$ cat config.mk
export PLATFORM = sky130hd
export DESIGN_NAME = move_scheduler
export DESIGN_NICKNAME = d
export VERILOG_FILES = /design/src/rtl/cube_pkg.sv /design/src/rtl/move_history.sv /design/src/rtl/move_scheduler.sv
export SDC_FILE = /design/constraint.sdc
export NUM_CORES = 1
export LEC_CHECK = 0
export BUFFER_PORTS_ARGS = -buffer_cell sky130_fd_sc_hd__buf_4
export CAP_MARGIN = 20
export CORE_AREA = 5 5 88 90
export DETAILED_ROUTE_END_ITERATION = 10
export DIE_AREA = 0 0 93 95
export PLACE_DENSITY = 0.54
export SETUP_SLACK_MARGIN = 0.02
export SLEW_MARGIN = 25
export SYNTH_ARGS = -nofsm -noshare
export SYNTH_HDL_FRONTEND = slang
export SYNTH_HIERARCHICAL = 1
export SYNTH_SLANG_ARGS = --single-unit
$ cat constraint.sdc
create_clock -name clk -period 7.2 [get_ports clk]
set_clock_uncertainty 0.1 [all_clocks]
set_input_delay 1.44 -clock clk [delete_from_list [all_inputs] [get_ports clk]]
set_output_delay 1.44 -clock clk [all_outputs]
set_load 0.01 [all_outputs]
$ cat src/rtl/cube_pkg.sv
// Shared encodings for the cube move engine and its move scheduler.
//
// Contents:
//   - face indices and the two external rotation encodings (manual, random)
//   - quarter-turn-count encoding used on the engine interface
//   - sched_state_t, the scheduler state enum
//   - man_rot_qt / rand_rot_qt: map the request encodings to clockwise quarter turns
//   - inv_rot: quarter-turn count of the inverse move
//   - SOLVED_CUBE: 54 stickers x 3 bits, every sticker carrying its face index
package cube_pkg;

  localparam int unsigned NUM_FACES = 6;

  localparam logic [2:0] FACE_U   = 3'd0;
  localparam logic [2:0] FACE_R   = 3'd1;
  localparam logic [2:0] FACE_F   = 3'd2;
  localparam logic [2:0] FACE_D   = 3'd3;
  localparam logic [2:0] FACE_L   = 3'd4;
  localparam logic [2:0] FACE_B   = 3'd5;
  localparam logic [2:0] FACE_MAX = FACE_B;

  // Manual rotation encoding
  localparam logic [1:0] MAN_ROT_NONE = 2'b00;
  localparam logic [1:0] MAN_ROT_CW   = 2'b01;
  localparam logic [1:0] MAN_ROT_CCW  = 2'b10;
  localparam logic [1:0] MAN_ROT_DBL  = 2'b11;

  // Random-generator rotation encoding (3 folds onto CW)
  localparam logic [1:0] RAND_ROT_CW  = 2'd0;
  localparam logic [1:0] RAND_ROT_CCW = 2'd1;
  localparam logic [1:0] RAND_ROT_DBL = 2'd2;

  // Clockwise quarter-turn counts presented to the engine
  localparam logic [2:0] QT_NONE = 3'd0;
  localparam logic [2:0] QT_CW   = 3'd1;
  localparam logic [2:0] QT_DBL  = 3'd2;
  localparam logic [2:0] QT_CCW  = 3'd3;

  localparam int unsigned CUBE_W = 162;
  localparam logic [CUBE_W-1:0] SOLVED_CUBE = {{9{FACE_B}}, {9{FACE_L}}, {9{FACE_D}},
                                               {9{FACE_F}}, {9{FACE_R}}, {9{FACE_U}}};

  typedef enum logic [2:0] {
    StIdle,
    StMan,
    StScr,
    StUndo,
    StDone
  } sched_state_t;

  function automatic logic [2:0] man_rot_qt(input logic [1:0] rot);
    logic [2:0] qt;
    case (rot)
      MAN_ROT_CW:  qt = QT_CW;
      MAN_ROT_CCW: qt = QT_CCW;
      MAN_ROT_DBL: qt = QT_DBL;
      default:     qt = QT_NONE;
    endcase
    return qt;
  endfunction

  function automatic logic [2:0] rand_rot_qt(input logic [1:0] rot);
    logic [2:0] qt;
    case (rot)
      RAND_ROT_CCW: qt = QT_CCW;
      RAND_ROT_DBL: qt = QT_DBL;
      default:      qt = QT_CW;
    endcase
    return qt;
  endfunction

  // Undoing n clockwise quarter turns is 4-n clockwise quarter turns.
  function automatic logic [2:0] inv_rot(input logic [2:0] qt);
    return 3'd4 - qt;
  endfunction

endpackage

$ cat src/rtl/move_history.sv
// Move-history LIFO kept as a ring buffer. A push onto a full buffer overwrites the
// oldest entry, so the most recent DEPTH moves are always recoverable.
//
// Ports:
//   clk, rst   clock, asynchronous active-low reset (level only; storage is not reset)
//   push       write din on top
//   pop        discard top entry (ignored when empty)
//   clr        empty the history
//   din        entry to push
//   top        most recently pushed valid entry (don't-care when level is 0)
//   level      number of valid entries, 0..DEPTH
module move_history #(
  parameter int unsigned DEPTH = 64,
  parameter int unsigned W     = 5
) (
  input  logic                      clk,
  input  logic                      rst,
  input  logic                      push,
  input  logic                      pop,
  input  logic                      clr,
  input  logic [W-1:0]              din,
  output logic [W-1:0]              top,
  output logic [$clog2(DEPTH):0]    level
);

  localparam int unsigned AW = $clog2(DEPTH);
  localparam logic [AW-1:0] PTR_ONE  = 1;
  localparam logic [AW:0]   LVL_ONE  = 1;
  localparam logic [AW:0]   LVL_FULL = DEPTH[AW:0];

  logic [W-1:0]  mem [DEPTH];
  logic [AW-1:0] ptr_q;    // next slot to write
  logic [AW-1:0] ptr_m1;
  logic [AW:0]   level_q;

  assign ptr_m1 = ptr_q - PTR_ONE;
  assign top    = mem[ptr_m1];
  assign level  = level_q;

  always_ff @(posedge clk) begin
    if (push) begin
      mem[ptr_q] <= din;
    end
  end

  always_ff @(posedge clk or negedge rst) begin
    if (!rst) begin
      ptr_q   <= '0;
      level_q <= '0;
    end else if (clr) begin
      level_q <= '0;
    end else if (push) begin
      // When full the write slot holds the oldest entry, so advancing over it drops it.
      ptr_q <= ptr_q + PTR_ONE;
      if (level_q != LVL_FULL) begin
        level_q <= level_q + LVL_ONE;
      end
    end else if (pop && (level_q != '0)) begin
      ptr_q   <= ptr_m1;
      level_q <= level_q - LVL_ONE;
    end
  end

endmodule

$ cat src/rtl/move_scheduler.sv
// Move scheduler: arbitrates manual, scramble and undo requests and issues one move
// at a time to the turn engine over a valid/ready handshake. Undo replays the
// inverse of the last recorded move from a 5-bit-per-entry history LIFO.
//
// Build option: define SCHED_UNDO_EN to include the history LIFO and undo support.
// Without it undo_req is ignored and hist_level is tied to 0.
//
// Ports:
//   clk, rst            clock, asynchronous active-low reset
//   man_valid/face/rot  manual move request (level, held until man_ready)
//   man_ready           manual request accepted this cycle when both high
//   scr_start           single-cycle scramble request
//   undo_req            single-cycle undo request
//   rand_face/rot       random move source for scrambles
//   mv_valid/face/rot   registered move to the engine (rot = CW quarter turns)
//   mv_ready            engine latches on mv_valid & mv_ready
//   solved              cube register holds the solved pattern
//   busy, done          not idle / in the solved-done state
//   move_count          net manual moves, saturating at CNT_MAX
//   hist_level          valid history entries
module move_scheduler
  import cube_pkg::*;
#(
  parameter int unsigned HIST_DEPTH   = 64,
  parameter int unsigned SCRAMBLE_LEN = 20,
  parameter int unsigned CNT_MAX      = 999
) (
  input  logic                         clk,
  input  logic                         rst,
  input  logic                         man_valid,
  input  logic [2:0]                   man_face,
  input  logic [1:0]                   man_rot,
  output logic                         man_ready,
  input  logic                         scr_start,
  input  logic                         undo_req,
  input  logic [2:0]                   rand_face,
  input  logic [1:0]                   rand_rot,
  output logic                         mv_valid,
  output logic [2:0]                   mv_face,
  output logic [2:0]                   mv_rot,
  input  logic                         mv_ready,
  input  logic                         solved,
  output logic                         busy,
  output logic                         done,
  output logic [9:0]                   move_count,
  output logic [$clog2(HIST_DEPTH):0]  hist_level
);

  localparam int unsigned LVL_W    = $clog2(HIST_DEPTH) + 1;
  localparam logic [9:0]  CNT_SAT  = CNT_MAX[9:0];
  localparam logic [7:0]  SCR_LAST = 8'(SCRAMBLE_LEN - 1);

  sched_state_t state_q;
  logic         mv_valid_q;
  logic [2:0]   mv_face_q;
  logic [2:0]   mv_rot_q;
  logic         busy_q;
  logic         done_q;
  logic         armed_q;
  logic [9:0]   move_count_q;
  logic [7:0]   scr_cnt_q;

  logic             handshake;
  logic             scr_go;
  logic             scr_last;
  logic             undo_go;
  logic [LVL_W-1:0] hist_lvl;

  assign handshake = mv_valid_q & mv_ready;
  // Scramble is the only request honoured in DONE.
  assign scr_go    = scr_start & ((state_q == StIdle) | (state_q == StDone));
  assign scr_last  = (scr_cnt_q == SCR_LAST);

`ifdef SCHED_UNDO_EN
  logic       hist_push;
  logic       hist_pop;
  logic       hist_clr;
  logic [4:0] hist_top;

  assign undo_go   = undo_req;
  assign hist_push = (state_q == StMan) & handshake;
  assign hist_pop  = (state_q == StUndo) & handshake;
  assign hist_clr  = (state_q == StScr) & handshake & scr_last;

  move_history #(
    .DEPTH (HIST_DEPTH),
    .W     (5)
  ) u_move_history (
    .clk   (clk),
    .rst   (rst),
    .push  (hist_push),
    .pop   (hist_pop),
    .clr   (hist_clr),
    .din   ({mv_face_q, mv_rot_q[1:0]}),
    .top   (hist_top),
    .level (hist_lvl)
  );
`else
  logic unused_undo_req;

  assign unused_undo_req = undo_req;
  assign undo_go         = 1'b0;
  assign hist_lvl        = '0;
`endif

  // A pending manual request loses to any pulse in the same cycle.
  assign man_ready  = (state_q == StIdle) & ~scr_start & ~undo_go;

  assign mv_valid   = mv_valid_q;
  assign mv_face    = mv_face_q;
  assign mv_rot     = mv_rot_q;
  assign busy       = busy_q;
  assign done       = done_q;
  assign move_count = move_count_q;
  assign hist_level = hist_lvl;

  always_ff @(posedge clk or negedge rst) begin
    if (!rst) begin
      state_q      <= StIdle;
      mv_valid_q   <= 1'b0;
      mv_face_q    <= '0;
      mv_rot_q     <= '0;
      busy_q       <= 1'b0;
      done_q       <= 1'b0;
      armed_q      <= 1'b0;
      move_count_q <= '0;
      scr_cnt_q    <= '0;
    end else if (scr_go) begin
      state_q    <= StScr;
      mv_valid_q <= 1'b1;
      mv_face_q  <= rand_face;
      mv_rot_q   <= rand_rot_qt(rand_rot);
      scr_cnt_q  <= '0;
      armed_q    <= 1'b0;
      busy_q     <= 1'b1;
      done_q     <= 1'b0;
    end else begin
      case (state_q)
        StIdle: begin
          if (undo_go) begin
`ifdef SCHED_UNDO_EN
            if (hist_lvl != '0) begin
              state_q    <= StUndo;
              mv_valid_q <= 1'b1;
              mv_face_q  <= hist_top[4:2];
              mv_rot_q   <= inv_rot({1'b0, hist_top[1:0]});
              busy_q     <= 1'b1;
            end
`endif
          end else if (man_valid) begin
            // Null rotations and bad faces are consumed without issuing anything.
            if ((man_rot != MAN_ROT_NONE) && (man_face <= FACE_MAX)) begin
              state_q    <= StMan;
              mv_valid_q <= 1'b1;
              mv_face_q  <= man_face;
              mv_rot_q   <= man_rot_qt(man_rot);
              busy_q     <= 1'b1;
            end
          end else if (solved && armed_q) begin
            state_q <= StDone;
            busy_q  <= 1'b1;
            done_q  <= 1'b1;
          end
        end

        StMan: begin
          if (handshake) begin
            state_q    <= StIdle;
            mv_valid_q <= 1'b0;
            busy_q     <= 1'b0;
            armed_q    <= 1'b1;
            if (move_count_q < CNT_SAT) begin
              move_count_q <= move_count_q + 10'd1;
            end
          end
        end

        StUndo: begin
          if (handshake) begin
            state_q    <= StIdle;
            mv_valid_q <= 1'b0;
            busy_q     <= 1'b0;
            if (move_count_q != '0) begin
              move_count_q <= move_count_q - 10'd1;
            end
          end
        end

        StScr: begin
          if (handshake) begin
            if (scr_last) begin
              state_q      <= StIdle;
              mv_valid_q   <= 1'b0;
              busy_q       <= 1'b0;
              armed_q      <= 1'b1;
              move_count_q <= '0;
            end else begin
              scr_cnt_q <= scr_cnt_q + 8'd1;
              mv_face_q <= rand_face;
              mv_rot_q  <= rand_rot_qt(rand_rot);
            end
          end
        end

        StDone: begin
          // Only a scramble leaves DONE; handled above.
        end

        default: begin
          state_q    <= StIdle;
          mv_valid_q <= 1'b0;
          busy_q     <= 1'b0;
          done_q     <= 1'b0;
        end
      endcase
    end
  end

endmodule

==> summary.txt, run 1 <==
Status
  • Status: completed

Synthesis
  • Flops & latches, synth: 30
  • Post-synth top area cell: dfrtp_1
  • Synth cell types: 51
  • Top cells by area, synth: dfrtp_1 37%, ha_1 8.1%, nor2_1 5.1%
  • Ys async rst share: 1.000
  • Synth cell count leaders: 30 x dfrtp_1, 27 x nor2_1, 20 x nand2_1, 15 x o21ai_0
  • Most common cell in the netlist: dfrtp_1
  • Post-Synthesis Cells: 228
  • Syn_area_per_cell: 8.797 um^2
  • Synthesized area: 2006 um^2
  • Top_reg_cell synth: dfrtp_1
  • Sequential area share after synthesis: 0.3743
  • Synthesis Warnings: 6
  • Post-synth EDFFs: 0
  • Post-synth top area share: 0.3743

Setup path
  • R2R depth: 8
  • CP endpoint: man_ready
  • Worst r2r src: state_q[1]
  • Worst Path Arrival: 2.33 ns
  • Worst r2r dst: move_count[9]
  • Critical path required time: 5.66 ns
  • WS Path Type: input pin to primary output
  • Reg-to-reg setup timing slack: 4.24 ns
  • Crit start category: input pin
  • CP Launch Point: scr_start
  • Crit. End Element: primary output
  • Crit Path Max Fanout: 4

Power and ir drop
  • Total chip power: 356.6 uW
  • P_leak: 1.153 nW
  • Sw frac: 0.2237
  • Psw: 79.77 uW
  • Pwr dens: around 150 nW/um^2
  • Part of the power in registers: 0.476
  • Combinational power share: 0.075
  • Int Pwr: 276.9 uW
  • IR drop worst, VDD: 0.07353 mV
  • Clk pwr share: 0.449

Detailed routing
  • DRT iter0 DRCs: 52
  • Drt wl/cell: around 14 um
  • Final Routed Wirelength: 4683 um
  • Vias: 1,720
  • # DRC: 0
  • Avg Vias per Cell: 4.971
  • Pre-antenna DRT Iters: 4
  • Antenna-violating nets left: 0

Floorplan
  • I/O pins: 44
  • Full die area: 8835 um^2
  • Die Y: between 90 and 100 um
  • Row count: 31
  • Starting density of the core: 0.2873
  • Core area: about 7000 um^2
  • Die W: between 90 and 100 um

STA
  • Max_slew headroom: 0.5230
  • Max-slew violations: 0
  • Final hold violation count: 0
  • Minimum clock period: 3.872 ns
  • Setup_tns: 0 ns
  • Final Cycle Share: 0.5378
  • Max Freq: 258.2 MHz
  • Final setup viols: 0
  • Worst slew pin tran: 0.7155 ns
  • RSZ-0062 raised after global routing: false

GRT
  • Gr ovfl total: 0
  • First-pass GRT wire length: about 8000 um
  • Antenna violations before repair: 0
  • Vias in the first global route: 1,695
  • Pin count of the biggest net entering global routing: 31
  • GRT Total Usage: 0.1144

CTS
  • Post-cts resize count: 0
  • Clock sink count: 30
  • # hold bufs at CTS: 0
  • CTS HTree Levels: 2
  • Max Root-Sink Buffers: 2
  • Number of setup buffers added after CTS: 0
  • CTS Root Cell: clkbuf_8
  • CTS clk-pin slew, worst paths: 0.07 ns
  • Clk_lat worst skew: about 0.28 ns
  • CTS tree: done
  • CTS Buf Count: 5

Layout
  • Filler Cell Count: 756
  • Area of the multi-input gates: 1147 um^2
  • Synth-to-Final Area Change: 20.96%
  • Nets: around 290
  • Fraction of layout cells with a size suffix above 1: 0.1932
  • Final Cell Area: approximately 2400 um^2
  • Diode count: 0
  • Storage cell area: 750.7 um^2

Run
  • MaxCap Viol Count: 0

Placed design
  • DP Area: 2316 um^2
  • Final HPWL DP: ~3500 um
  • IO Port Bufs: 34
  • RePlAce Congestion: 0.8397

Worst hold path
  • Worst min-delay path class: flip-flop to flip-flop
-- metrics by stage --
| stage | std cells | setup WS, ns | util | hold slack (ns) |
|---|---|---|---|---|
| after detailed placement | 338 | 3.328 | 0.3317 | 0.3980 |
| final | 346 | 3.328 | 0.3475 | 0.4061 |
| after CTS | 346 | 3.321 | 0.3475 | 0.4128 |
| after floorplan | 235 | 3.592 | - | 0.4109 |
| after global routing | 346 | 3.276 | 0.3475 | 0.4450 |
| after global placement | 338 | 3.342 | 0.3317 | 0.3898 |
-- cell usage in the layout (no fill, tap or decap), types with 2 or more instances in the layout --
cell type,n
and2_1,2
dfrtp_1,30
nor3b_1,2
xor2_1,3
buf_4,36
o31ai_1,4
a311oi_1,2
or3_1,3
nor4_1,4
nor3_1,5
o22ai_1,2
inv_1,12
nand2_1,20
o2111ai_1,2
o21ai_0,15
nor2b_1,2
or4_1,2
clkbuf_8,8
nor2_1,27
o21a_1,2
o211ai_1,3
o41ai_1,2
a211oi_1,2
ha_1,13
a21oi_1,13
xnor2_1,8
nand2b_1,2
nand3b_1,3
mux2i_1,3
conb_1,8
nand3_1,6
-- how the worst min path moves through the flow --
| stage | slack, ns | from | end | cells after the start |
|---|---|---|---|---|
| 5_1_grt | 0.45 | busy | busy | 2 |
| 6_report | 0.41 | busy | busy | 2 |
| 2_1_floorplan | 0.41 | scr_cnt_q[7] | scr_cnt_q[7] | 2 |
| 3_3_place_gp | 0.39 | busy | busy | 2 |
| 4_1_cts | 0.41 | busy | busy | 2 |
| 3_5_place_dp | 0.40 | busy | busy | 2 |
-- power by group through the flow --
stage          Clock, mW  Combinational (mW)  Sequential, mW
5_1_grt            0.174              0.0305           0.170
3_3_place_gp           0              0.0267           0.173
3_5_place_dp           0              0.0271           0.173
6_report           0.160              0.0268           0.170
4_1_cts            0.167              0.0273           0.170
2_1_floorplan          0              0.0176           0.172
-- flip-flops by register name, indices dropped and copies added, names as in the netlist, 2 cells and up --
signal / cells
move_count: 10
scr_cnt_q: 8
state_q: 3
mv_rot: 2
mv_face: 3
-- per-layer routing --
layer  track usage  vias up  share of wire
li1              -      876              -
met1        0.1405      800           0.48
met2        0.1878       40           0.45
met3       0.03825        4          0.062
met4       0.04029        0         0.0075
met5             0        -              0
-- layout make-up --
class                   instances  share of cell area
clock buffers                   8             0.04538
flip-flops and latches         30              0.3094
inverters                      12             0.01857
multi-input cells             178              0.4729
repair buffers                 36              0.1114
well taps                      82             0.04229
-- logic make-up (layout without fill, tap and decap cells) --
logic type / after synthesis / count (layout) / share of synthesized area
other: 1 / 8 / 0.001870
AOI/OAI and AO/OA: 57 / 57 / 0.1903
adders and majority gates: 14 / 14 / 0.09108
muxes: 4 / 4 / 0.02059
and+or+nand+nor: 84 / 84 / 0.2071
DFF: 30 / 30 / 0.3743
xor gates and xnor gates: 11 / 11 / 0.04804
buffers and inverters: 27 / 56 / 0.06675
-- worst max-delay path, stage by stage --
cell and delay, ns:
buf_4 0.12, or4_1 0.53, inv_1 0.11, buf_4 0.13
No activity file was read; power rests on OpenSTA's default activity.
==> run 2, diff against run 1 <==
- PLACE_DENSITY: 0.54 -> 0.55
- clock period: 7.2 -> 3.55 ns (I/O delays scaled with it)
==> run 2 against run 1 <==
Utilization down 0.27 points; combinational power rose by 100%; sequential cell count stayed put; power rose by 90%; cell area shrank 0.77%; sequential share of layout area up 0.24 points; cell count unchanged; die area unchanged; sequential power grew 100%; non-clock buffer count did not move; count of clock-buffer cells in the layout is 1 lower; highest routed layer unchanged.
==> summary.txt, run 2 (synthesis gave the netlist of run 1 again) <==
Status
  • Status: completed

Placed design
  • Final HPWL DP: 3538 um (+1.5%)
  • RePlAce Congestion: 0.8532 (+1.6%)
  • IO Port Bufs: 34 (unchanged)
  • DP Area: 2316 um^2 (unchanged)

Layout
  • Final Cell Area: 2407 um^2 (-0.77%)
  • Nets: 294 (unchanged)
  • Synth-to-Final Area Change: 20.02%
  • Commonest cells after routing, fill and taps aside: 36 x buf_4, 30 x dfrtp_1, 27 x nor2_1
  • Fraction of layout cells with a size suffix above 1: 0.1894 (-0.003788)
  • Filler Cell Count: 743 (-1.7%)
  • Diode count: 0 (unchanged)
  • Most common cell after layout, fill and taps aside: buf_4
  • Largest register FFs: 10 (unchanged)

GRT
  • First-pass GRT wire length: 8183 um (+2.5%)
  • Antenna violations before repair: 0 (unchanged)
  • Pin count of the biggest net entering global routing: 31 (unchanged)
  • Gr ovfl total: 0 (unchanged)
  • GRT Total Usage: 0.1168 (+0.002453)
  • Vias in the first global route: 1,729 (+2.0%)

STA
  • Max-slew violations: 0 (unchanged)
  • Max Freq: ~350 MHz
  • Final hold violation count: 0 (unchanged)
  • Setup_tns: 0 ns (unchanged)
  • Final setup viols: 0 (unchanged)
  • RSZ-0062 raised after global routing: false
  • Final Cycle Share: 0.8115
  • Minimum clock period: 2.881 ns
  • Worst slew pin tran: 0.7089 ns (-0.006596 ns)
  • Max_slew headroom: 0.5274 (+0.004397)

Floorplan
  • Full die area: 8835 um^2 (unchanged)
  • Row count: 31 (unchanged)
  • I/O pins: 44 (unchanged)
  • Die Y: 95 um (unchanged)
  • Starting density of the core: 0.2873 (unchanged)
  • Core area: 6982 um^2 (unchanged)
  • Die W: 93 um (unchanged)

CTS
  • CTS Buf Count: 5 (unchanged)
  • Post-cts resize count: 0 (unchanged)
  • Max Root-Sink Buffers: 2 (unchanged)
  • CTS clk-pin slew, worst paths: 0.07 ns (about the same)
  • CTS HTree Levels: 2 (unchanged)
  • Number of setup buffers added after CTS: 0 (unchanged)
  • Clock sink count: 30 (unchanged)
  • CTS tree: done
  • # hold bufs at CTS: 0 (unchanged)
  • CTS Root Cell: clkbuf_8
  • Clk_lat worst skew: 0.28 ns (about the same)

Worst hold path
  • Worst min-delay path class: input pin to async pin

Detailed routing
  • Vias: 1,728 (+0.47%)
  • # DRC: 0 (unchanged)
  • DRT iter0 DRCs: 57 (+9.6%)
  • Avg Vias per Cell: 4.994 (+0.47%)
  • Pre-antenna DRT Iters: 4 (unchanged)
  • Drt wl/cell: 13.57 um (+0.28%)
  • Final Routed Wirelength: 4696 um (+0.28%)
  • Antenna-violating nets left: 0 (unchanged)

Setup path
  • WS Path Type: flip-flop to flip-flop
  • Worst Path Arrival: 2.97 ns (+0.64 ns)
  • Crit Path Max Fanout: 12 (+8)
  • R2R depth: 8 (unchanged)
  • Crit. End Element: flip-flop
  • Critical path required time: 3.63 ns (-2.03 ns)
  • Crit start category: flip-flop

Power and ir drop
  • Int Pwr: 522.0 uW (+89%)
  • Part of the power in registers: 0.507 (+0.031)
  • P_leak: 1.144 nW (-0.80%)
  • Clk pwr share: 0.414 (-0.035)
  • Combinational power share: 0.079 (+0.004)
  • Pwr dens: 282.2 nW/um^2 (+92%)
  • Sw frac: 0.2316 (+0.007888)
  • Psw: 157.3 uW (+97%)
  • IR drop worst, VDD: 0.1909 mV (+160%)

Run
  • MaxCap Viol Count: 0 (unchanged)
-- run 2: critical path: stages (launching register included) --
cell and delay, ns:
dfrtp_1 0.52, nand3_1 0.23, inv_1 0.34, ha_1 0.37, a211oi_1 0.32, o21ai_0 0.13
o221ai_1 0.31, mux2_2 0.40, o311ai_2 0.08
-- run 2: per-stage QoR --
stage | power, mW | util | cells | hold slack [ns] | worst slack [ns]
after global placement | 0.4049 | 0.3317 | 338 | 0.3888 | 0.6914
after detailed placement | 0.4055 | 0.3317 | 338 | 0.3925 | 0.6537
after global routing | 0.7140 | 0.3448 | 346 | 0.2765 | 0.3783
after CTS | 0.6932 | 0.3448 | 346 | 0.2636 | 0.6456
final | 0.6793 | 0.3448 | 346 | 0.2573 | 0.6690
after floorplan | 0.3848 | - | 235 | 0.3144 | 1.043
-- run 2: cell type report --
class,count,area [um^2],area share
multi-input combinational,178,1147,0.4766
timing repair buffer,36,270.3,0.1123
clock buffer,7,86.33,0.03586
sequential,30,750.7,0.3119
clock inverter,1,5.005,0.002079
tap,82,102.6,0.04262
inverter,12,45.04,0.01871
-- run 2: path summary, 6_finish.rpt --
kind                       startpoint             to  slack [ns]
max in group asynchronous         rst  move_count[2]        2.80
min reg2reg                      busy           busy        0.40
max                        state_q[1]  move_count[9]        0.67
min                               rst   scr_cnt_q[4]        0.26
max reg2reg                state_q[1]  move_count[9]        0.67
min in group clk                 busy           busy        0.40
-- run 2: power by group through the flow --
stage                     sequential [mW]  clock, mW  combinational [mW]
after floorplan                     0.349          0              0.0356
after CTS                           0.344      0.294              0.0552
after global placement              0.350          0              0.0545
after detailed placement            0.350          0              0.0551
after global routing                0.344      0.307              0.0630
final                               0.344      0.281              0.0540
-- run 2: routing by layer --
| layer | routed length (um) | track usage |
|---|---|---|
| met1 | 2217 | 0.1443 |
| met2 | 2219 | 0.1956 |
| met3 | 224 | 0.03586 |
| met4 | 35 | 0.03663 |
| met5 | 0 | 0 |
